--- src/rtl/hazard_ctrl.sv ---
// hazard_ctrl: scoreboard-based hazard unit for the in-order pipeline.
// Tracks in-flight destinations after ID, produces forwarding selects,
// load-use stalls, redirect squash control and saturating event counters.
module hazard_ctrl #(
    parameter int REG_AW        = 5,
    parameter int DEPTH         = 3,
    parameter int LOAD_STAGE    = 2,
    parameter int RESOLVE_STAGE = 2,
    parameter int CNT_W         = 16,
    parameter int FW            = $clog2(DEPTH + 1)
) (
    input  logic              clk,
    input  logic              arst,
    input  logic              enable,
    input  logic              id_valid,
    input  logic [REG_AW-1:0] id_rs,
    input  logic [REG_AW-1:0] id_rt,
    input  logic              id_uses_rs,
    input  logic              id_uses_rt,
    input  logic [REG_AW-1:0] id_dst,
    input  logic              id_reg_write,
    input  logic              id_mem_read,
    input  logic              redirect,
    output logic              stall,
    output logic              bubble,
    output logic              flush,
    output logic [FW-1:0]     fwd_a,
    output logic [FW-1:0]     fwd_b,
    output logic [CNT_W-1:0]  stall_cnt,
    output logic [CNT_W-1:0]  flush_cnt
);

    // Scoreboard: index 0 is the youngest entry (EX), DEPTH-1 the oldest.
    logic [DEPTH-1:0]             sb_valid;
    logic [DEPTH-1:0]             sb_rw;
    logic [DEPTH-1:0]             sb_mr;
    logic [DEPTH-1:0][REG_AW-1:0] sb_dst;

    logic [DEPTH-1:0] live;
    logic [DEPTH-1:0] squash;
    logic [FW-1:0]    sel_a;
    logic [FW-1:0]    sel_b;
    logic             found_a;
    logic             found_b;
    logic             ld_a;
    logic             ld_b;
    logic             haz_a;
    logic             haz_b;
    logic             hazard;
    logic             push_id;

    // An entry can supply a value only if it will actually write a nonzero register.
    always_comb begin
        live = '0;
        for (int unsigned k = 0; k < DEPTH; k++) begin
            live[k] = sb_valid[k] && sb_rw[k] && (sb_dst[k] != '0);
        end
    end

    // Youngest-match search for each source; the first hit in index order wins,
    // so an older ALU result can never mask a younger, not-yet-ready load.
    always_comb begin
        found_a = 1'b0;
        found_b = 1'b0;
        sel_a   = '0;
        sel_b   = '0;
        ld_a    = 1'b0;
        ld_b    = 1'b0;
        for (int unsigned k = 0; k < DEPTH; k++) begin
            if (!found_a && id_valid && id_uses_rs && live[k] && (sb_dst[k] == id_rs)) begin
                found_a = 1'b1;
                sel_a   = FW'(k + 1);
                ld_a    = sb_mr[k] && (k < unsigned'(LOAD_STAGE));
            end
            if (!found_b && id_valid && id_uses_rt && live[k] && (sb_dst[k] == id_rt)) begin
                found_b = 1'b1;
                sel_b   = FW'(k + 1);
                ld_b    = sb_mr[k] && (k < unsigned'(LOAD_STAGE));
            end
        end
    end

    // Hazard resolution and pipeline control; redirect overrides any load-use stall.
    always_comb begin
        haz_a   = found_a && ld_a;
        haz_b   = found_b && ld_b;
        hazard  = haz_a || haz_b;
        fwd_a   = haz_a ? '0 : sel_a;
        fwd_b   = haz_b ? '0 : sel_b;
        stall   = enable && !redirect && hazard;
        bubble  = stall;
        flush   = enable && redirect && !arst;
        push_id = id_valid && !hazard && !redirect;
        squash  = '0;
        for (int unsigned k = 0; k < DEPTH; k++) begin
            squash[k] = redirect && (k < unsigned'(RESOLVE_STAGE));
        end
    end

    // Scoreboard shift in lock-step with the pipeline; squash applies post-shift.
    always_ff @(posedge clk or posedge arst) begin
        if (arst) begin
            sb_valid <= '0;
            sb_rw    <= '0;
            sb_mr    <= '0;
            sb_dst   <= '0;
        end else if (enable) begin
            sb_valid[0] <= push_id && !squash[0];
            sb_rw[0]    <= id_reg_write;
            sb_mr[0]    <= id_mem_read;
            sb_dst[0]   <= id_dst;
            for (int unsigned k = 1; k < DEPTH; k++) begin
                sb_valid[k] <= sb_valid[k-1] && !squash[k];
                sb_rw[k]    <= sb_rw[k-1];
                sb_mr[k]    <= sb_mr[k-1];
                sb_dst[k]   <= sb_dst[k-1];
            end
        end
    end

    // Saturating performance counters for stalls and redirects.
    always_ff @(posedge clk or posedge arst) begin
        if (arst) begin
            stall_cnt <= '0;
            flush_cnt <= '0;
        end else if (enable) begin
            if (stall && (stall_cnt != '1)) begin
                stall_cnt <= stall_cnt + 1'b1;
            end
            if (redirect && (flush_cnt != '1)) begin
                flush_cnt <= flush_cnt + 1'b1;
            end
        end
    end

endmodule
--- config.mk ---
export PLATFORM = sky130hd
export DESIGN_NAME = hazard_ctrl
export DESIGN_NICKNAME = d
export VERILOG_FILES = /design/src/rtl/hazard_ctrl.sv
export SDC_FILE = /design/constraint.sdc
export NUM_CORES = 1
export LEC_CHECK = 0
export CAP_MARGIN = 20
export CORE_UTILIZATION = 53
export CTS_CLUSTER_DIAMETER = 100
export DETAILED_ROUTE_END_ITERATION = 10
export PLACE_DENSITY = 0.83
export RECOVER_POWER = 100
export SYNTH_ARGS = -nofsm -noshare
export SYNTH_HDL_FRONTEND = slang
export SYNTH_SLANG_ARGS = --single-unit
--- constraint.sdc ---
create_clock -name clk -period 6.6 [get_ports clk]
set_input_delay 1.32 -clock clk [delete_from_list [all_inputs] [get_ports clk]]
set_output_delay 1.32 -clock clk [all_outputs]
set_load 0.005 [all_outputs]
; Word level (Yosys, flattened, before mapping)
; Cells that the tools add are included.
; Widths: inputs -> output; s select.
[word_totals]
register_bits = 55
elab_cells = 91
[op_classes]
n_reduce_logical = 53
n_addsub = 2
n_eq_ne = 8
mux = 20
[op_table]
columns = op, count
row1 = $logic_and 1x1->1, 40
row2 = $add 16x1->16 const B, 2
row3 = $ne 16x16->1 const B, 2
row4 = $eq 5x5->1, 6
row5 = $reduce_bool 5->1, 3
row6 = $mux 1, 14
row7 = $mux 2, 6
row8 = $logic_not 1->1, 7
row9 = $reduce_and 2->1, 2
row10 = $logic_or 1x1->1, 1

; Depth between registers and ports, before layout
; Gate-level depths: netlist of run 1.
[depth]
depth_word = 23
ltp_mapped = 8

; Least setup slack after synthesis of run 1
; OpenSTA, ideal clock, no wires.
[synth_timing]
path_type = input to output
startpoint = in id_rt[1]
endpoint = out stall
t_arrival_ps = 3195
stages = 8
setup_slack_ps = 2085
required_ps = 5280
path_buffers = 2
path_cell_list = xor2_1 or4_1 nor4_2 o21ai_1 o31ai_4 buf_6 nor2b_1 buf_4
[synth_between]
elab_chain_len = 18
[synth_rtl]
columns = element, line
row1 = start: declaration, 17  ; input logic [REG_AW-1:0] id_rt,
row2 = $eq 5x5->1, 75  ; if (!found_b && id_valid && id_uses_rt && live[k] && (sb_dst[k] == id_rt)) begin
row3 = $logic_and 1x1->1, 75
row4 = $mux 1, 75
row5 = $logic_not 1->1, 75
row6 = $logic_and 1x1->1 (4 in series), 75
row7 = $mux 1, 75
row8 = $logic_not 1->1, 75
row9 = $logic_and 1x1->1 (4 in series), 75
row10 = $mux 1, 75
row11 = $logic_and 1x1->1 (*), 86  ; haz_b = found_b && ld_b;
row12 = $logic_or 1x1->1 (*), 87  ; hazard = haz_a || haz_b;
row13 = $logic_and 1x1->1 (*), 90  ; stall = enable && !redirect && hazard;
row14 = end: declaration, 24  ; output logic stall,
; Every way passes the cells marked *; elsewhere a longest branch is shown, timed or not.

; Worst setup path after layout of run 1
; Same ends and word-level chain as after synthesis.

==> impl_metrics.env, run 1 <==
export IMPL_worstPathCellList="dlygate4sd3_1 -> xor2_1 -> or4_1 -> nor4_1 -> o21ai_1 -> o31ai_4 -> nor2b_1 -> clkdlybuf4s50_1"
export IMPL_fmax_mhz=171
export IMPL_cts_made_buffers=5
export IMPL_drv_slew=56
export IMPL_cts_max_level=2
export IMPL_post_drt_wl_per_cell_um=14.9
export IMPL_crit_required_ns=5.28
export IMPL_critPathLaunchType="input port"
export IMPL_clock_sinks=55
export IMPL_antenna_found_initial=0
export IMPL_min_path_type="reg2reg"
export IMPL_grt_usage=0.225
export IMPL_drt_wl_total_mm=5.88
export IMPL_drive_gt1_frac=0.102
export IMPL_worst_pin_slew_ns=2.80
export IMPL_via_count=2175
export IMPL_skew_ns=0.0114
export IMPL_place_inst=387
export IMPL_fp_row_count=26
export IMPL_post_cts_buffers=0
export IMPL_period_share=0.887
export IMPL_peakVddDrop_uv=192
export IMPL_status="complete, but fails checks"
export IMPL_io_pins=63
export IMPL_areaGrowthSynthToFinish_pct=27.1
export IMPL_cts_hold_buffers=0
export IMPL_syn_inst=258
export IMPL_clk_latency_ns=0.31
export IMPL_p_int_mw=0.573
export IMPL_seqPwrFrac=0.537
export IMPL_arrival_ns=4.54
export IMPL_rsz0062_at_grt="false"
export IMPL_synth_top_cell_by_area="dfrtp_1"
export IMPL_ant_nets=0
export IMPL_synthTopCellsByArea="dfrtp_1 48%, xnor2_1 12%, mux2_2 6.6%"
export IMPL_violations="max-capacitance violations, max-slew violations"
export IMPL_portBuffers=62
export IMPL_synth_seq_area_share=0.477
export IMPL_n_antenna_cell=0
export IMPL_drc=0
export IMPL_dieArea_sq_um=5750
export IMPL_max_cap_viol_count=1
export IMPL_drt_iter0_drc=102
export IMPL_start_util=0.558
export IMPL_grt_pass1_vias=2042
export IMPL_dpl_hpwl_mm=4.37
export IMPL_worst_setup_path_end_kind="output pin"
export IMPL_timing_final_hold_violations=0
export IMPL_grt_pass1_wl_mm=9.47
export IMPL_cts_tree="built"
export IMPL_path_clk_slew_ns=0.10
export IMPL_detail_route_vias_per_cell=5.51
export IMPL_worstPathBufferInverterCount=2
export IMPL_setup_viol=0
export IMPL_yosys_warnings=0
export IMPL_syn_cell_area_sq_um=2890
export IMPL_grt_max_degree=56
export IMPL_fin_nets=350
export IMPL_tns_ns=0
export IMPL_pwr_share_clk=0.284
export IMPL_crit_path_top_delay_cell="nor4_1"
export IMPL_final_cells=395
export IMPL_sw_frac_of_total=0.283
export IMPL_min_period_ns=5.86
export IMPL_p_leak_nw=1.57
export IMPL_clockBufferDepth=2
export IMPL_synth_top_area_share=0.477
export IMPL_cp_top_family="simple AND/OR/NAND/NOR gates"
export IMPL_cts_resized=0
export IMPL_fp_dieW_um=75.8
export IMPL_syn_nets=284
export IMPL_core_sq_um=5170
export IMPL_ys_ff_latch=55
export IMPL_power_density_nw_per_um2=218
export IMPL_fp_dieH_um=75.8
export IMPL_critPathMaxFanout=17
export IMPL_synth_avg_cell_area_sq_um=11.2
export IMPL_p_sw_mw=0.226
export IMPL_slowest_delay_ns=0.64
export IMPL_worst_setup_path_type="in2out"
export IMPL_cts_root_buffer="clkbuf_8"
export IMPL_pwr_share_comb=0.179
export IMPL_relSlewSlack=-0.867
export IMPL_synth_cell_types=44
export IMPL_place_gp_congestion=0.892
export IMPL_firstDrtPassIters=4
export IMPL_overflow=0
## worst register-to-register path, stage by stage, from the launching register on
cell	delay, ns
dfrtp_1	0.47
or4_1	0.57
o211ai_2	0.23
nor4_1	0.15
o32a_1	0.38
o31ai_4	0.72
nand2_1	0.23
mux2_1	0.37
## cell families (layout without fill, tap and decap cells)
group / count (synthesis) / count (layout) / share of synthesized area
AOI/OAI and AO/OA: 19 / 19 / 0.0550
xor gates and xnor gates: 60 / 60 / 0.182
adders and majority gates: 2 / 2 / 0.00866
buffers and inverters: 13 / 80 / 0.0212
DFF: 55 / 55 / 0.477
muxes: 20 / 20 / 0.0780
and+or+nand+nor: 89 / 89 / 0.179
## synthesized netlist by cell type, drive strengths merged
cell type   n
a31oi       1
nor3        7
nand3      19
nand2b      1
o32a        1
o31a        1
xnor2      40
xor2       20
buf         4
nor2        8
nor4        5
o32ai       1
and4        1
and2        3
a21oi       1
a21o        1
o2bb2ai     1
ha          2
nor2b       1
o31ai       2
nand4b      2
o211ai      3
nand2      20
dfrtp      55
o2111ai     2
or4         4
o311ai      1
clkbuf      2
o21ai       3
mux2       20
nand4       9
o22ai       1
inv         7
or3         1
and3        8
## worst paths after layout
| kind | startpoint | end | slack, ns | depth (start not counted) |
|---|---|---|---|---|
| worst max-delay path | id_rt[1] | stall | 0.74 | 8 |
| worst min-delay path | stall_cnt[12] | stall_cnt[12] | 0.49 | 1 |
| worst max register to register | sb_dst[2] | stall_cnt[1] | 3.38 | 7 |
| worst min register to register | stall_cnt[12] | stall_cnt[12] | 0.49 | 1 |
| max in group asynchronous | arst | sb_dst[1] | 2.49 | 3 |
| min in group asynchronous | arst | flush_cnt[9] | 2.54 | 3 |
## area by class of cell
type                       count  area, sq um
fill                         388         1500
multi-input combinational    190         1440
sequential                    55         1380
timing repair buffer          65          632
tap                           70         87.6
clock buffer                   6         72.6
clock inverter                 2         38.8
inverter                       7         26.3
## state kept, by name, indices dropped and copies added (netlist names)
signal,count
sb_mr,2
flush_cnt,16
stall_cnt,16
sb_rw,3
sb_dst,15
sb_valid,3
## placed cells by master, fill, tap and decap left out, drive strengths merged, types with 2 or more instances in the layout
cell,n
o31ai,2
nand4,9
dfrtp,55
nand4b,2
and2,3
o211ai,3
and3,8
o21ai,3
nor2,8
xor2,20
o2111ai,2
nand3,19
dlygate4sd3,39
nor4,5
or4,4
inv,7
mux2,20
clkdlybuf4s50,23
nor3,7
xnor2,40
nand2,20
clkbuf,9
ha,2
## through the flow
step                worst slack, ns   util  power (mW)  hold WS (ns)  area (sq um)
global route                  0.505  0.709       0.842         0.519          3670
CTS                            1.06  0.714       0.815         0.495          3690
detailed placement             1.06  0.693       0.587         0.481          3580
global placement               1.14  0.693       0.583         0.474          3580
finish                        0.744  0.709       0.799         0.486          3670
floorplan                      2.09      -       0.507         0.477          2890
## routing by layer
layer | vias to the layer above | global-route usage | part of all wire
met5 | - | 0 | 0
met2 | 58 | 0.348 | 0.46
met3 | 6 | 0.0397 | 0.048
li1 | 1042 | - | -
met4 | 0 | 0.0741 | 0.014
met1 | 1069 | 0.321 | 0.48
## power by group through the flow
stage	clock network (mW)	logic, mW	registers [mW]
after floorplan	0	0.0850	0.422
after global placement	0	0.149	0.434
after detailed placement	0	0.153	0.434
after CTS	0.232	0.154	0.429
after global routing	0.247	0.161	0.435
final	0.227	0.143	0.429
(Power assumes the default switching activity.)
==> inputs of run 2 (changes only) <==
PLACE_DENSITY = unset   (was 0.83)
PLACE_DENSITY_LB_ADDON = 0.1   (was unset)
SLEW_MARGIN = 10   (was unset)
==> impl_metrics.env, run 2 (synthesized netlist as in run 1, its figures left out) <==
export IMPL_cts_hold_buffers=0
export IMPL_use_met3=0.0397
export IMPL_cts_max_level=2
export IMPL_mostFrequentLayoutCell="dfrtp_1"
export IMPL_fin_nets=350
export IMPL_cts_resized=0
export IMPL_cts_tree="built"
export IMPL_finish_utilization=0.705
export IMPL_detail_route_vias_per_cell=5.44
export IMPL_drc=0
export IMPL_antenna_found_initial=0
export IMPL_io_pins=63
export IMPL_grt_pass1_vias=1983
export IMPL_start_util=0.558
export IMPL_dieArea_sq_um=5750
export IMPL_drv_slew=56
export IMPL_post_cts_buffers=0
export IMPL_clk_latency_ns=0.31
export IMPL_drt_iter0_drc=135
export IMPL_post_drt_wl_per_cell_um=14.6
export IMPL_areaGrowthSynthToFinish_pct=26.3
export IMPL_dpl_hpwl_mm=4.19
export IMPL_seq_area_sq_um=1380
export IMPL_multi_input_area_sq_um=1440
export IMPL_dpl_cell_area_sq_um=3580
export IMPL_critPathMaxFanout=17
export IMPL_tns_ns=0
export IMPL_worst_setup_path_end_kind="output pin"
export IMPL_rsz0062_at_grt="false"
export IMPL_via_count=2148
export IMPL_worst_setup_path_type="in2out"
export IMPL_core_sq_um=5170
export IMPL_place_gp_congestion=0.853
export IMPL_violations="max-capacitance violations, max-slew violations"
export IMPL_drt_wl_total_mm=5.75
export IMPL_fin_ws_ns=0.730
export IMPL_met1_usage=0.308
export IMPL_stdcell_area_sq_um=3650
export IMPL_grt_usage=0.219
export IMPL_arrival_ns=4.55
export IMPL_overflow=0
export IMPL_fp_dieH_um=75.8
export IMPL_n_antenna_cell=0
export IMPL_mostFrequentLayoutCells="55 x dfrtp_1, 40 x xnor2_1, 39 x dlygate4sd3_1"
export IMPL_crit_required_ns=5.28
export IMPL_power_density_nw_per_um2=206
export IMPL_grt_busiest_layer="met2"
export IMPL_skew_ns=0.0109
export IMPL_peakVddDrop_uv=126
export IMPL_path_clk_slew_ns=0.10
export IMPL_p_leak_nw=1.56
export IMPL_relSlewSlack=-0.893
export IMPL_fp_row_count=26
export IMPL_place_ws_ns=1.11
export IMPL_n_fill_cell=416
export IMPL_status="complete, but fails checks"
export IMPL_crit_path_top_delay_cell="nor4_1"
export IMPL_fp_dieW_um=75.8
export IMPL_min_path_type="reg2reg"
export IMPL_timing_final_hold_violations=0
export IMPL_clock_sinks=55
export IMPL_holdWs_ns=0.488
export IMPL_max_cap_viol_count=1
export IMPL_clockBufferDepth=2
export IMPL_drive_gt1_frac=0.108
export IMPL_worstPathCellList="dlygate4sd3_1 -> xor2_1 -> or4_1 -> nor4_1 -> o21ai_0 -> o31ai_4 -> nor2b_1 -> clkdlybuf4s50_1"
export IMPL_ant_nets=0
export IMPL_cts_root_buffer="clkbuf_8"
export IMPL_worst_pin_slew_ns=2.84
export IMPL_cts_made_buffers=5
export IMPL_firstDrtPassIters=4
export IMPL_slowest_delay_ns=0.62
export IMPL_portBuffers=62
export IMPL_grt_pass1_wl_mm=9.32
export IMPL_setup_viol=0
export IMPL_fmax_mhz=170
export IMPL_grt_max_degree=56
export IMPL_min_period_ns=5.87
export IMPL_critPathLaunchType="input port"
export IMPL_period_share=0.889
export IMPL_top_regs="flush_cnt (16), stall_cnt (16), sb_dst (15)"
export IMPL_grtUsageMet2=0.332
[run 2: changes by cell type in the layout (fill, tap and decap cells not counted)]
| cell | before | now |
|---|---|---|
| clkbuf_1 | 4 | 3 |
| inv_6 | 1 | 0 |
| nand3_2 | 7 | 8 |
| nand3_1 | 12 | 11 |
| o21ai_1 | 2 | 1 |
| bufinv_16 | 1 | 0 |
| o21ai_0 | 1 | 2 |
| clkinv_2 | 0 | 3 |
[run 2: area by class of cell]
class                   instances  area share
flip-flops and latches         55       0.377
repair buffers                 65       0.173
clock inverters                 3     0.00412
clock buffers                   5      0.0189
inverters                       7     0.00720
multi-input cells             190       0.395
well taps                      70      0.0240
[run 2: through the flow]
step	power [mW]	cells
floorplan	0.507	258
global placement	0.585	387
detailed placement	0.591	387
CTS	0.772	395
global route	0.797	395
finish	0.752	395
[run 2: critical path: cells and delay by family]
family,cells,cell delay (ns)
AO/OA/AOI/OAI,2,0.54
AND/OR/NAND/NOR,3,1.39
XOR/XNOR,1,0.16
buffers and inverters,2,1.13
[run 2: per-layer routing]
layer	share of wire	vias to the layer above
li1	-	1050
met1	0.48	1036
met5	0	-
met3	0.044	12
met4	0.020	0
met2	0.45	50
[run 2: report_power, final]
group	internal, mW	leakage [nW]	switching (mW)
logic	0.0851	0.804	0.0592
clock network	0.0729	0.0477	0.106
registers	0.373	0.708	0.0556
total	0.531	1.56	0.221
[run 2: worst paths after layout]
| path | cells past startpoint | slack, ns | to | start |
|---|---|---|---|---|
| hold / removal | 1 | 0.49 | stall_cnt[11] | stall_cnt[11] |
| min in group asynchronous | 3 | 2.54 | flush_cnt[14] | arst |
| max in group asynchronous | 3 | 2.46 | stall_cnt[4] | arst |
| setup reg to reg | 7 | 3.42 | stall_cnt[1] | sb_dst[1] |
| setup / recovery | 8 | 0.73 | stall | id_rt[1] |
| hold reg to reg | 1 | 0.49 | stall_cnt[11] | stall_cnt[11] |
==> inputs of run 3 (changes only) <==
GPL_TIMING_DRIVEN = 0   (was unset)
==> impl_metrics.env, run 3 (synthesized netlist as in run 1, its figures left out) <==
export IMPL_status="complete, but fails checks"
export IMPL_violations="max-capacitance violations, max-slew violations"
export IMPL_areaGrowthSynthToFinish_pct=26.0
export IMPL_grt_pass1_wl_mm=9.50
export IMPL_min_period_ns=5.87
export IMPL_critPathLaunchType="input port"
export IMPL_drt_iter0_drc=150
export IMPL_grt_busiest_layer="met2"
export IMPL_post_cts_buffers=0
export IMPL_r2r_cells=7
export IMPL_place_inst=391
export IMPL_crit_start="id_rt[1]"
export IMPL_n_antenna_cell=0
export IMPL_portBuffers=62
export IMPL_grtUsageMet2=0.347
export IMPL_mostFrequentLayoutCell="dfrtp_1"
export IMPL_grt_pass1_vias=2041
export IMPL_p_leak_nw=1.59
export IMPL_fp_dieW_um=75.8
export IMPL_fp_dieH_um=75.8
export IMPL_reg2reg_slack_ns=3.71
export IMPL_hold_path_end="stall_cnt[12]"
export IMPL_clock_sinks=55
export IMPL_r2r_start="sb_dst[1]"
export IMPL_cts_made_buffers=5
export IMPL_r2r_end="stall_cnt[1]"
export IMPL_firstDrtPassIters=4
export IMPL_grt_usage=0.223
export IMPL_min_path_type="reg2reg"
export IMPL_antenna_found_initial=0
export IMPL_peakVddDrop_uv=242
export IMPL_power_density_nw_per_um2=207
export IMPL_cts_root_buffer="clkbuf_8"
export IMPL_drt_wl_total_mm=5.87
export IMPL_cts_resized=0
export IMPL_skew_ns=0.00780
export IMPL_cts_hold_buffers=0
export IMPL_place_gp_congestion=0.951
export IMPL_detail_route_vias_per_cell=5.49
export IMPL_whs_path_depth=1
export IMPL_start_util=0.558
export IMPL_dieArea_sq_um=5750
export IMPL_clk_latency_ns=0.31
export IMPL_cts_tree="built"
export IMPL_arrival_ns=4.55
export IMPL_cts_max_level=2
export IMPL_rsz0062_at_grt="false"
export IMPL_worst_setup_path_type="in2out"
export IMPL_setup_viol=0
export IMPL_grt_max_degree=36
export IMPL_drv_slew=36
export IMPL_period_share=0.889
export IMPL_core_sq_um=5170
export IMPL_min_from="stall_cnt[12]"
export IMPL_top_regs="flush_cnt (16), stall_cnt (16), sb_dst (15)"
export IMPL_ant_nets=0
export IMPL_power_mw=0.754
export IMPL_drive_gt1_frac=0.0942
export IMPL_clockBufferDepth=2
export IMPL_n_fill_cell=404
export IMPL_timing_final_hold_violations=0
export IMPL_post_drt_wl_per_cell_um=14.7
export IMPL_overflow=0
export IMPL_tns_ns=0
export IMPL_io_pins=63
export IMPL_crit_required_ns=5.28
export IMPL_fmax_mhz=170
export IMPL_final_cells=399
export IMPL_max_cap_viol_count=1
export IMPL_fin_nets=354
export IMPL_via_count=2190
export IMPL_met1_usage=0.313
export IMPL_mostFrequentLayoutCells="55 x dfrtp_1, 41 x dlygate4sd3_1, 40 x xnor2_1"
export IMPL_relSlewSlack=-0.188
export IMPL_drc=0
export IMPL_worst_setup_path_end_kind="output pin"
export IMPL_worst_pin_slew_ns=1.78
export IMPL_dpl_hpwl_mm=4.35
export IMPL_use_met3=0.0463
export IMPL_path_clk_slew_ns=0.10
export IMPL_critPathMaxFanout=10
export IMPL_fp_row_count=26
run 3: worst max-delay path by stage:
stage               slack, ns  depth (start not counted)     to
detailed placement       0.96                         10  stall
finish                   0.73                         10  stall
CTS                      0.93                         10  stall
global placement         0.95                         10  stall
global route             0.41                         10  stall
floorplan                2.09                          8  stall
run 3: metal layers:
layer / wire, um / vias to the layer above / part of all wire
li1: - / 1051 / -
met1: 2760 / 1073 / 0.47
met2: 2750 / 60 / 0.47
met3: 315 / 6 / 0.054
met4: 55 / 0 / 0.0094
met5: 0 / - / 0
run 3: area by class of cell:
class	instances	area (sq um)	share of cell area
Multi-Input combinational cell	190	1410	0.386
Sequential cell	55	1380	0.378
Timing Repair Buffer	63	624	0.172
Tap cell	70	87.6	0.0241
Clock buffer	5	68.8	0.0189
Buffer	6	35.0	0.00963
Inverter	7	26.3	0.00722
Clock inverter	3	15.0	0.00413
run 3: critical path, cell delays in order:
cell             delay [ns]
clkdlybuf4s50_1        0.48
xor2_1                 0.17
or4_1                  0.52
nor4_1                 0.61
o21ai_0                0.29
o31ai_4                0.18
buf_6                  0.21
nor2b_1                0.16
buf_4                  0.12
clkdlybuf4s50_1        0.48
run 3: through the flow:
stage	hold WS [ns]	worst slack [ns]	area, sq um	utilization
4_1_cts	0.496	0.930	3700	0.715
5_1_grt	0.519	0.411	3640	0.704
2_1_floorplan	0.477	2.09	2890	-
3_3_place_gp	0.476	0.948	3600	0.695
3_5_place_dp	0.479	0.960	3620	0.699
6_report	0.486	0.732	3640	0.704
run 3: report_power, final:
part | internal, mW | total (mW) | switching [mW]
logic | 0.0850 | 0.144 | 0.0588
clock network | 0.0730 | 0.181 | 0.108
registers | 0.373 | 0.429 | 0.0559
